### config.mk
export PLATFORM = sky130hd
export DESIGN_NAME = serial_magnitude_comparator
export DESIGN_NICKNAME = d
export VERILOG_FILES = /design/src/rtl/serial_magnitude_comparator.sv
export SDC_FILE = /design/constraint.sdc
export NUM_CORES = 1
export LEC_CHECK = 0
export CAP_MARGIN = 20
export CORE_ASPECT_RATIO = 1.4
export CORE_MARGIN = 5
export CORE_UTILIZATION = 35
export CTS_BUF_LIST = sky130_fd_sc_hd__clkbuf_4
export DETAILED_ROUTE_END_ITERATION = 6
export GPL_TIMING_DRIVEN = 0
export SLEW_MARGIN = 20
export SYNTH_ARGS = -nofsm -noshare
export SYNTH_HDL_FRONTEND = slang
export SYNTH_SLANG_ARGS = --single-unit
### constraint.sdc
create_clock -name clk_i -period 4.8 [get_ports clk_i]
set_input_delay 0.96 -clock clk_i [delete_from_list [all_inputs] [get_ports clk_i]]
set_output_delay 0.96 -clock clk_i [all_outputs]
set_load 0.03 [all_outputs]
### src/rtl/serial_magnitude_comparator.sv
// Multi-cycle magnitude comparator. It compares two latched operands one DIGIT-bit slice
// per clock, starting at the most significant slice, and stops at the first slice that differs.
module serial_magnitude_comparator #(
    parameter int WIDTH = 16,
    parameter int DIGIT = 4
) (
    input  logic             clk_i,
    input  logic             rst_i,
    input  logic             start_i,
    input  logic             signed_mode_i,
    input  logic [WIDTH-1:0] a_i,
    input  logic [WIDTH-1:0] b_i,
    output logic             busy_o,
    output logic             done_o,
    output logic             a_lt_b_o,
    output logic             a_gt_b_o,
    output logic             a_eq_b_o
);

    localparam int N     = WIDTH / DIGIT;
    localparam int IDX_W = (N > 1) ? $clog2(N) : 1;
    localparam logic [IDX_W-1:0] IDX_LAST = IDX_W'(N - 1);

    typedef enum logic {
        IDLE = 1'b0,
        CMP  = 1'b1
    } state_e;

    state_e           state_q;
    logic [WIDTH-1:0] a_q;
    logic [WIDTH-1:0] b_q;
    logic [IDX_W-1:0] idx_q;
    logic             done_q;
    logic             lt_q;
    logic             gt_q;
    logic             eq_q;

    // Flipping the sign bit of both operands maps two's complement onto offset binary,
    // so a plain unsigned compare of the slices gives the signed ordering.
    logic [WIDTH-1:0] msb_flip;
    assign msb_flip = {signed_mode_i, {(WIDTH-1){1'b0}}};

    // The operands shift left as the compare proceeds, so the active slice is always the top one.
    logic [DIGIT-1:0] a_top;
    logic [DIGIT-1:0] b_top;
    assign a_top = a_q[WIDTH-1 -: DIGIT];
    assign b_top = b_q[WIDTH-1 -: DIGIT];

    // NOTE: sequential state uses non-blocking assignments only, so every register in this
    // block samples the values that were present before the edge.
    always_ff @(posedge clk_i or posedge rst_i) begin
        if (rst_i) begin
            state_q <= IDLE;
            a_q     <= '0;
            b_q     <= '0;
            idx_q   <= '0;
            done_q  <= 1'b0;
            lt_q    <= 1'b0;
            gt_q    <= 1'b0;
            eq_q    <= 1'b0;
        end else begin
            done_q <= 1'b0;
            case (state_q)
                IDLE: begin
                    if (start_i) begin
                        a_q     <= a_i ^ msb_flip;
                        b_q     <= b_i ^ msb_flip;
                        idx_q   <= IDX_LAST;
                        state_q <= CMP;
                    end
                end
                CMP: begin
                    if ((a_top != b_top) || (idx_q == '0)) begin
                        lt_q    <= (a_top < b_top);
                        gt_q    <= (a_top > b_top);
                        eq_q    <= (a_top == b_top);
                        done_q  <= 1'b1;
                        state_q <= IDLE;
                    end else begin
                        idx_q <= idx_q - 1'b1;
                        a_q   <= a_q << DIGIT;
                        b_q   <= b_q << DIGIT;
                    end
                end
                default: state_q <= IDLE;
            endcase
        end
    end

    assign busy_o   = (state_q == CMP);
    assign done_o   = done_q;
    assign a_lt_b_o = lt_q;
    assign a_gt_b_o = gt_q;
    assign a_eq_b_o = eq_q;

endmodule

==> results by group, run 1 <==
Synth
  – Post-synthesis register bit count: 39
  – Synth top area share: 48.7%
  – Sequential area share after synthesis: 48.7%
  – Post-Syn Area: 2000 µm²
  – Post-synth cell types: 32
  – Top cells by area, synth: dfrtp_1 (49%), nand3_1 (8.2%), o221a_2 (6.7%)
  – Synth warn: 0
  – Synth Area per Inst: 11.2 µm²
  – Synth Instances: 179
  – Syn nets: 220
  – Largest area contributor in the netlist: dfrtp_1

Layout
  – Layout Cells excl Fill: 296
  – Area grow syn2layout: 27.8%
  – Util after Layout: 46.4%
  – Commonest non-fill, non-tap cell in the layout: clkdlybuf4s50_1
  – Final net count: 268
  – Commonest non-fill, non-tap cells in the layout: clkdlybuf4s50_1 (40), dfrtp_1 (39), nand3_1 (33)
  – N_diodes: 0
  – Layout cell share with drive strength beyond 1: 21.1%

Power and ir drop
  – Worst IR Drop VDD: 0.184 mV
  – PwrDens: 565 nW/µm²
  – Final Power: 1.45 mW
  – Static leakage: 1.08 nW

Placed design
  – Dpl ws: 2.16 ns
  – DPL Wire Length: 3.64 mm
  – Port Buffers: 40
  – Placed cells: 288
  – GP Congestion: 0.775

Routing
  – Metal-1 WL: 2.14 mm
  – DR top layer: met4
  – Number of DRC markers in iteration 0: 97
  – DR DRC count: 0
  – DR WL met2: 2.41 mm
  – TritonRoute pass-1 iters: 4
  – DRT Wirelength: 4.90 mm
  – Avg Vias per Cell: 5.24
  – Met3 WL: 173 µm
  – Post-route antenna net violation count: 0
  – Routed length per placed instance: 16.6 µm
  – DR vias: 1550

Timing
  – RSZ-0062 raised after global routing: false
  – Setup TNS: 0 ns
  – Tmin final: 2.54 ns
  – Final setup viols: 0
  – Max-slew headroom: 63.9%
  – Max-slew violation count: 0
  – Final period util: 52.9%
  – Slew @ Worst Pin: 0.541 ns
  – Setup WS post-layout: 2.26 ns
  – Fmax: 394 MHz
  – Worst Clk Skew: 0.0210 ns
  – Final Hold Fails: 0

Floorplanning
  – IO Count: 41
  – Die width: 74.0 µm
  – Die ar.: 7360 µm²
  – Initial Util: 36.3%
  – Chip height: 99.5 µm
  – Core area: 5530 µm²
  – # rows: 32

CTS
  – Cts hold-fix bufs: 0
  – # H-tree levels: 2
  – CTS root buffer: clkbuf_4
  – Longest Clk Path Bufs: 2
  – CTS tree: built
  – Post-CTS setup buffers: 0
  – Cts bufs inserted: 5
  – Clock Latency Late Sink: 0.36 ns
  – Post-CTS sizing: 0
  – CTS clk-pin slew, worst paths: 0.12 ns
  – Clk sink count: 39

Worst setup path
  – Critical Path Start Type: flip-flop
  – Critical Path End: busy_o
  – CP peak stage delay: 0.72 ns
  – Highest fanout seen on the critical path: 5
  – RR Endpoint: b_q[9]
  – RR Startpoint: a_q[14]
  – Critical path's top delay family: buffers and inverters
  – Worst Path Arrival: 1.58 ns
  – Critical Path RT: 3.84 ns
  – Stages on the worst setup path: 1
  – WS Path Type: flip-flop to output port
  – Crit-path slowest cell: clkdlybuf4s50_1
  – Cell chain of the critical path: clkdlybuf4s50_1
  – Setup slack, reg-to-reg: 2.94 ns
  – Reg2Reg Depth: 7
  – Worst setup startpoint: busy_o
  – Crit path buffers/inverters: 1
  – Kind of end point of the critical path: output port

Run
  – Max-cap violations: 0

Run status
  – Status: completed

Global routing
  – Initial antenna violation count: 0
  – Largest net degree at the start of global routing: 29
  – Overflow after GRT: 0
  – GRT Overall Usage: 14.5%
  – First-pass GRT wire length: 8.20 mm
  – Vias in the first global route: 1595

Worst hold path
  – Hold Crit Class: flip-flop to flip-flop
[state kept, by name, summed over array words and instances (netlist names)]
signal	flops
a_eq_b_o	1
a_q	16
a_lt_b_o	1
a_gt_b_o	1
done_o	1
b_q	16
busy_o	1
idx_q	2
[worst min-delay path, cell delays in order (launching register included)]
cell and delay (ns):
dfrtp_1 0.35, nand2_1 0.04, o21ai_0 0.06
[report_power, final]
part | switching (mW) | leakage, nW | internal (mW) | total, mW
Clock | 0.112 | 0.0263 | 0.0538 | 0.166
Sequential | 0.104 | 0.457 | 0.476 | 0.580
Combinational | 0.370 | 0.595 | 0.332 | 0.702
Total | 0.586 | 1.08 | 0.861 | 1.45
[cell families (layout without fill, tap and decap cells)]
| kind of cell | Yosys count | count (layout) | share of synthesized area (%) |
|---|---|---|---|
| mux | 5 | 5 | 2.50 |
| buf+inv | 23 | 72 | 7.49 |
| compound gates | 43 | 43 | 19.0 |
| xor+xnor | 3 | 3 | 1.31 |
| fa+ha+maj | 5 | 5 | 3.12 |
| simple gates | 61 | 61 | 17.9 |
| flops | 39 | 39 | 48.7 |
[Yosys cell counts]
| library cell | n |
|---|---|
| clkbuf_8 | 3 |
| nand2b_1 | 3 |
| a32o_1 | 1 |
| buf_4 | 1 |
| a221o_1 | 1 |
| ha_1 | 5 |
| nand4_4 | 1 |
| nor2b_2 | 1 |
| xnor2_1 | 3 |
| clkbuf_1 | 2 |
| mux2i_1 | 5 |
| or2b_2 | 7 |
| nor2_1 | 2 |
| dfrtp_1 | 39 |
| or2_2 | 1 |
| nor3_1 | 1 |
| o2bb2ai_1 | 4 |
| o21ai_0 | 2 |
| nand2_1 | 7 |
| o21ai_4 | 1 |
| buf_2 | 4 |
| a32oi_1 | 1 |
| a22o_2 | 4 |
| nand3b_1 | 5 |
| a21oi_1 | 5 |
| buf_6 | 3 |
| a22oi_1 | 11 |
| inv_4 | 1 |
| o21ai_2 | 1 |
| inv_1 | 9 |
| nand3_1 | 33 |
| o221a_2 | 12 |
[per-stage QoR]
step | hold slack (ns) | cell area, µm²
floorplan | 0.477 | 2000
global placement | 0.466 | 2490
detailed placement | 0.470 | 2510
CTS | 0.494 | 2560
global route | 0.539 | 2560
finish | 0.486 | 2560
[how the worst min path moves through the flow]
stage | start | endpoint | slack (ns) | cells after the start
6_report | a_lt_b_o | a_lt_b_o | 0.49 | 2
2_1_floorplan | a_q[2] | a_q[2] | 0.48 | 1
5_1_grt | a_q[2] | a_q[2] | 0.54 | 1
4_1_cts | a_lt_b_o | a_lt_b_o | 0.49 | 2
3_5_place_dp | a_lt_b_o | a_lt_b_o | 0.47 | 2
3_3_place_gp | a_lt_b_o | a_lt_b_o | 0.47 | 2
[metal layers]
layer  track usage [%]  up-vias
met2              22.5       31
met1              19.2      745
li1                  -      763
met3              2.22       11
met4              7.81        0
met5                 0        -
[layout make-up]
type	instances	area, µm²
fillers	551	2960
flip-flops and latches	39	976
multi-input cells	117	878
repair buffers	41	420
plain buffers	13	110
well taps	68	85.1
inverters	10	40.0
clock buffers	5	37.5
clock inverters	3	15.0
(Power assumes the default switching activity.)
==> inputs of run 2 (changes only) <==
==> constraint.sdc (replaced) <==
create_clock -name clk_i -period 2.6 [get_ports clk_i]
set_input_delay 0.52 -clock clk_i [delete_from_list [all_inputs] [get_ports clk_i]]
set_output_delay 0.52 -clock clk_i [all_outputs]
set_load 0.03 [all_outputs]
==> results of run 2 <==
The final DEF is identical to that of run 1. Status: completed.
Main changes from that run: setup slack after placement 2.16 ns -> 0.399 ns; setup slack after layout 2.26 ns -> 0.500 ns; hold slack 0.486 ns -> 0.406 ns; register-to-register setup slack 2.94 ns -> 0.74 ns; total power 1.45 mW -> 2.67 mW; worst IR drop on VDD 0.184 mV -> 0.340 mV
==> inputs of run 3 (changes only) <==
==> constraint.sdc (replaced) <==
create_clock -name clk_i -period 2 [get_ports clk_i]
set_input_delay 0.4 -clock clk_i [delete_from_list [all_inputs] [get_ports clk_i]]
set_output_delay 0.4 -clock clk_i [all_outputs]
set_load 0.03 [all_outputs]
==> results by group, run 3 (same netlist as run 1, synthesis figures left out) <==
Layout
  – Layout cell share with drive strength beyond 1: 21.1% (unchanged)
  – Commonest non-fill, non-tap cells in the layout: dfrtp_1 (39), clkdlybuf4s50_1 (39), nand3_1 (33) (was clkdlybuf4s50_1 (40), dfrtp_1 (39), nand3_1 (33))
  – Biggest regs: a_q x16, b_q x16, idx_q x2 (unchanged)
  – N_diodes: 0 (unchanged)
  – Final net count: 268 (unchanged)
  – Area grow syn2layout: 27.8% (about the same)
  – Cell area after layout: 2560 µm² (about the same)

Floorplanning
  – Initial Util: 36.3% (unchanged)
  – Die ar.: 7360 µm² (unchanged)
  – Core area: 5530 µm² (unchanged)
  – # rows: 32 (unchanged)
  – Chip height: 99.5 µm (unchanged)
  – Die width: 74.0 µm (unchanged)
  – IO Count: 41 (unchanged)

Timing
  – Final period util: 92.8%
  – Max-slew violation count: 0 (unchanged)
  – Tmin final: 1.86 ns
  – Setup TNS: 0 ns (unchanged)
  – Fmax: 539 MHz
  – Final Hold Fails: 0 (unchanged)
  – Max-slew headroom: 63.9% (unchanged)
  – Final setup viols: 0 (unchanged)
  – Slew @ Worst Pin: 0.541 ns (about the same)
  – RSZ-0062 raised after global routing: false (unchanged)
  – Worst Clk Skew: 0.0210 ns (unchanged)

Worst setup path
  – Critical Path RT: 2.29 ns (was 2.08 ns)
  – Worst Path Arrival: 2.14 ns (was 1.58 ns)
  – Cell chain of the critical path: ha_1 -> nand4_4 -> o21ai_4 -> o21ai_2 -> inv_4 -> buf_6 -> o221a_2 (was clkdlybuf4s50_1)
  – Kind of end point of the critical path: flip-flop (was output port)
  – Critical Path Start Type: flip-flop (unchanged)
  – CP peak stage delay: 0.44 ns (was 0.72 ns)
  – Setup slack, reg-to-reg: 0.14 ns (was 0.74 ns)
  – WS Path Type: flip-flop to flip-flop (was flip-flop to output port)
  – Crit-path slowest cell: dfrtp_1 (was clkdlybuf4s50_1)
  – Highest fanout seen on the critical path: 10 (was 5)

Global routing
  – GRT Overall Usage: 14.5% (unchanged)
  – Overflow after GRT: 0 (unchanged)
  – Vias in the first global route: 1595 (unchanged)
  – First-pass GRT wire length: 8.20 mm (unchanged)
  – Largest net degree at the start of global routing: 29 (unchanged)
  – Initial antenna violation count: 0 (unchanged)

CTS
  – Post-CTS sizing: 1 (was 0)
  – CTS clk-pin slew, worst paths: 0.12 ns (about the same)
  – Cts bufs inserted: 5 (unchanged)
  – # H-tree levels: 2 (unchanged)
  – Clk sink count: 39 (unchanged)
  – CTS tree: built (unchanged)
  – Cts hold-fix bufs: 0 (unchanged)
  – CTS root buffer: clkbuf_4 (unchanged)
  – Clock Latency Late Sink: 0.36 ns (about the same)
  – Post-CTS setup buffers: 0 (unchanged)
  – Longest Clk Path Bufs: 2 (unchanged)

Routing
  – Post-route antenna net violation count: 0 (unchanged)
  – DR DRC count: 0 (unchanged)
  – DRT Wirelength: 4.90 mm (unchanged)
  – Number of DRC markers in iteration 0: 97 (unchanged)
  – Routed length per placed instance: 16.6 µm (unchanged)
  – Avg Vias per Cell: 5.24 (unchanged)
  – DR vias: 1550 (unchanged)
  – TritonRoute pass-1 iters: 4 (unchanged)

Placed design
  – GP Congestion: 0.775 (unchanged)
  – DPL Wire Length: 3.64 mm (unchanged)
  – Port Buffers: 40 (unchanged)
  – Dpl cell area: 2510 µm² (unchanged)

Power and ir drop
  – Worst IR Drop VDD: 0.443 mV (was 0.340 mV)
  – PwrDens: 1350 nW/µm² (was 1040 nW/µm²)
  – Static leakage: 1.08 nW (about the same)
  – Final Power: 3.47 mW (was 2.67 mW)

Worst hold path
  – Hold Crit Class: primary input to async pin (unchanged)

Run status
  – Status: completed (unchanged)

Run
  – Max-cap violations: 0 (unchanged)
[run 3: cell count changes in the layout (fill, tap and decap cells not counted), sizes merged]
cell,delta
clkdlybuf4s50,-1
dlygate4sd2,+1
[run 3: worst paths after layout]
kind,start,end,cells after the start
min,rst_i,done_o,2
max,a_q[14],b_q[9],7
min reg2reg,a_lt_b_o,a_lt_b_o,2
max in group asynchronous,rst_i,a_q[7],3
min in group clk_i,a_lt_b_o,a_lt_b_o,2
max reg2reg,a_q[14],b_q[9],7
[run 3: final cells by class]
type / count / area (µm²)
inverter: 10 / 40.0
clock buffer: 5 / 37.5
tap: 68 / 85.1
fill: 552 / 2960
timing repair buffer: 41 / 419
multi-input combinational: 117 / 878
clock inverter: 3 / 15.0
buffer: 13 / 110
sequential: 39 / 976
[run 3: power by group]
group | switching [mW] | total, mW | internal, mW
logic | 0.889 | 1.68 | 0.789
registers | 0.249 | 1.39 | 1.14
clock network | 0.269 | 0.398 | 0.129
total | 1.41 | 3.47 | 2.06
[run 3: worst max-delay path: cells and delay by family (launching register included)]
family	cells	cell delay (ns)
AO/OA/AOI/OAI	3	0.58
adder cells (fa/ha/maj)	1	0.36
buffers and inverters	2	0.25
flip-flops	1	0.44
AND/OR/NAND/NOR	1	0.14
[run 3: layer usage]
metal	vias to the layer above	global-route usage [%]	routed length [µm]
met4	0	7.81	180
li1	763	-	-
met3	11	2.22	173
met1	745	19.2	2130
met2	31	22.5	2410
met5	-	0	0
[run 3: metrics by stage]
step                instances  setup WS, ns  hold slack (ns)  utilization [%]
floorplan                 179         0.377            0.477                -
global placement          287        -0.242            0.466             45.1
detailed placement        288       -0.0807            0.470             45.4
CTS                       296         0.118            0.289             46.4
global route              296       0.00926            0.294             46.4
finish                    296         0.145            0.286             46.4
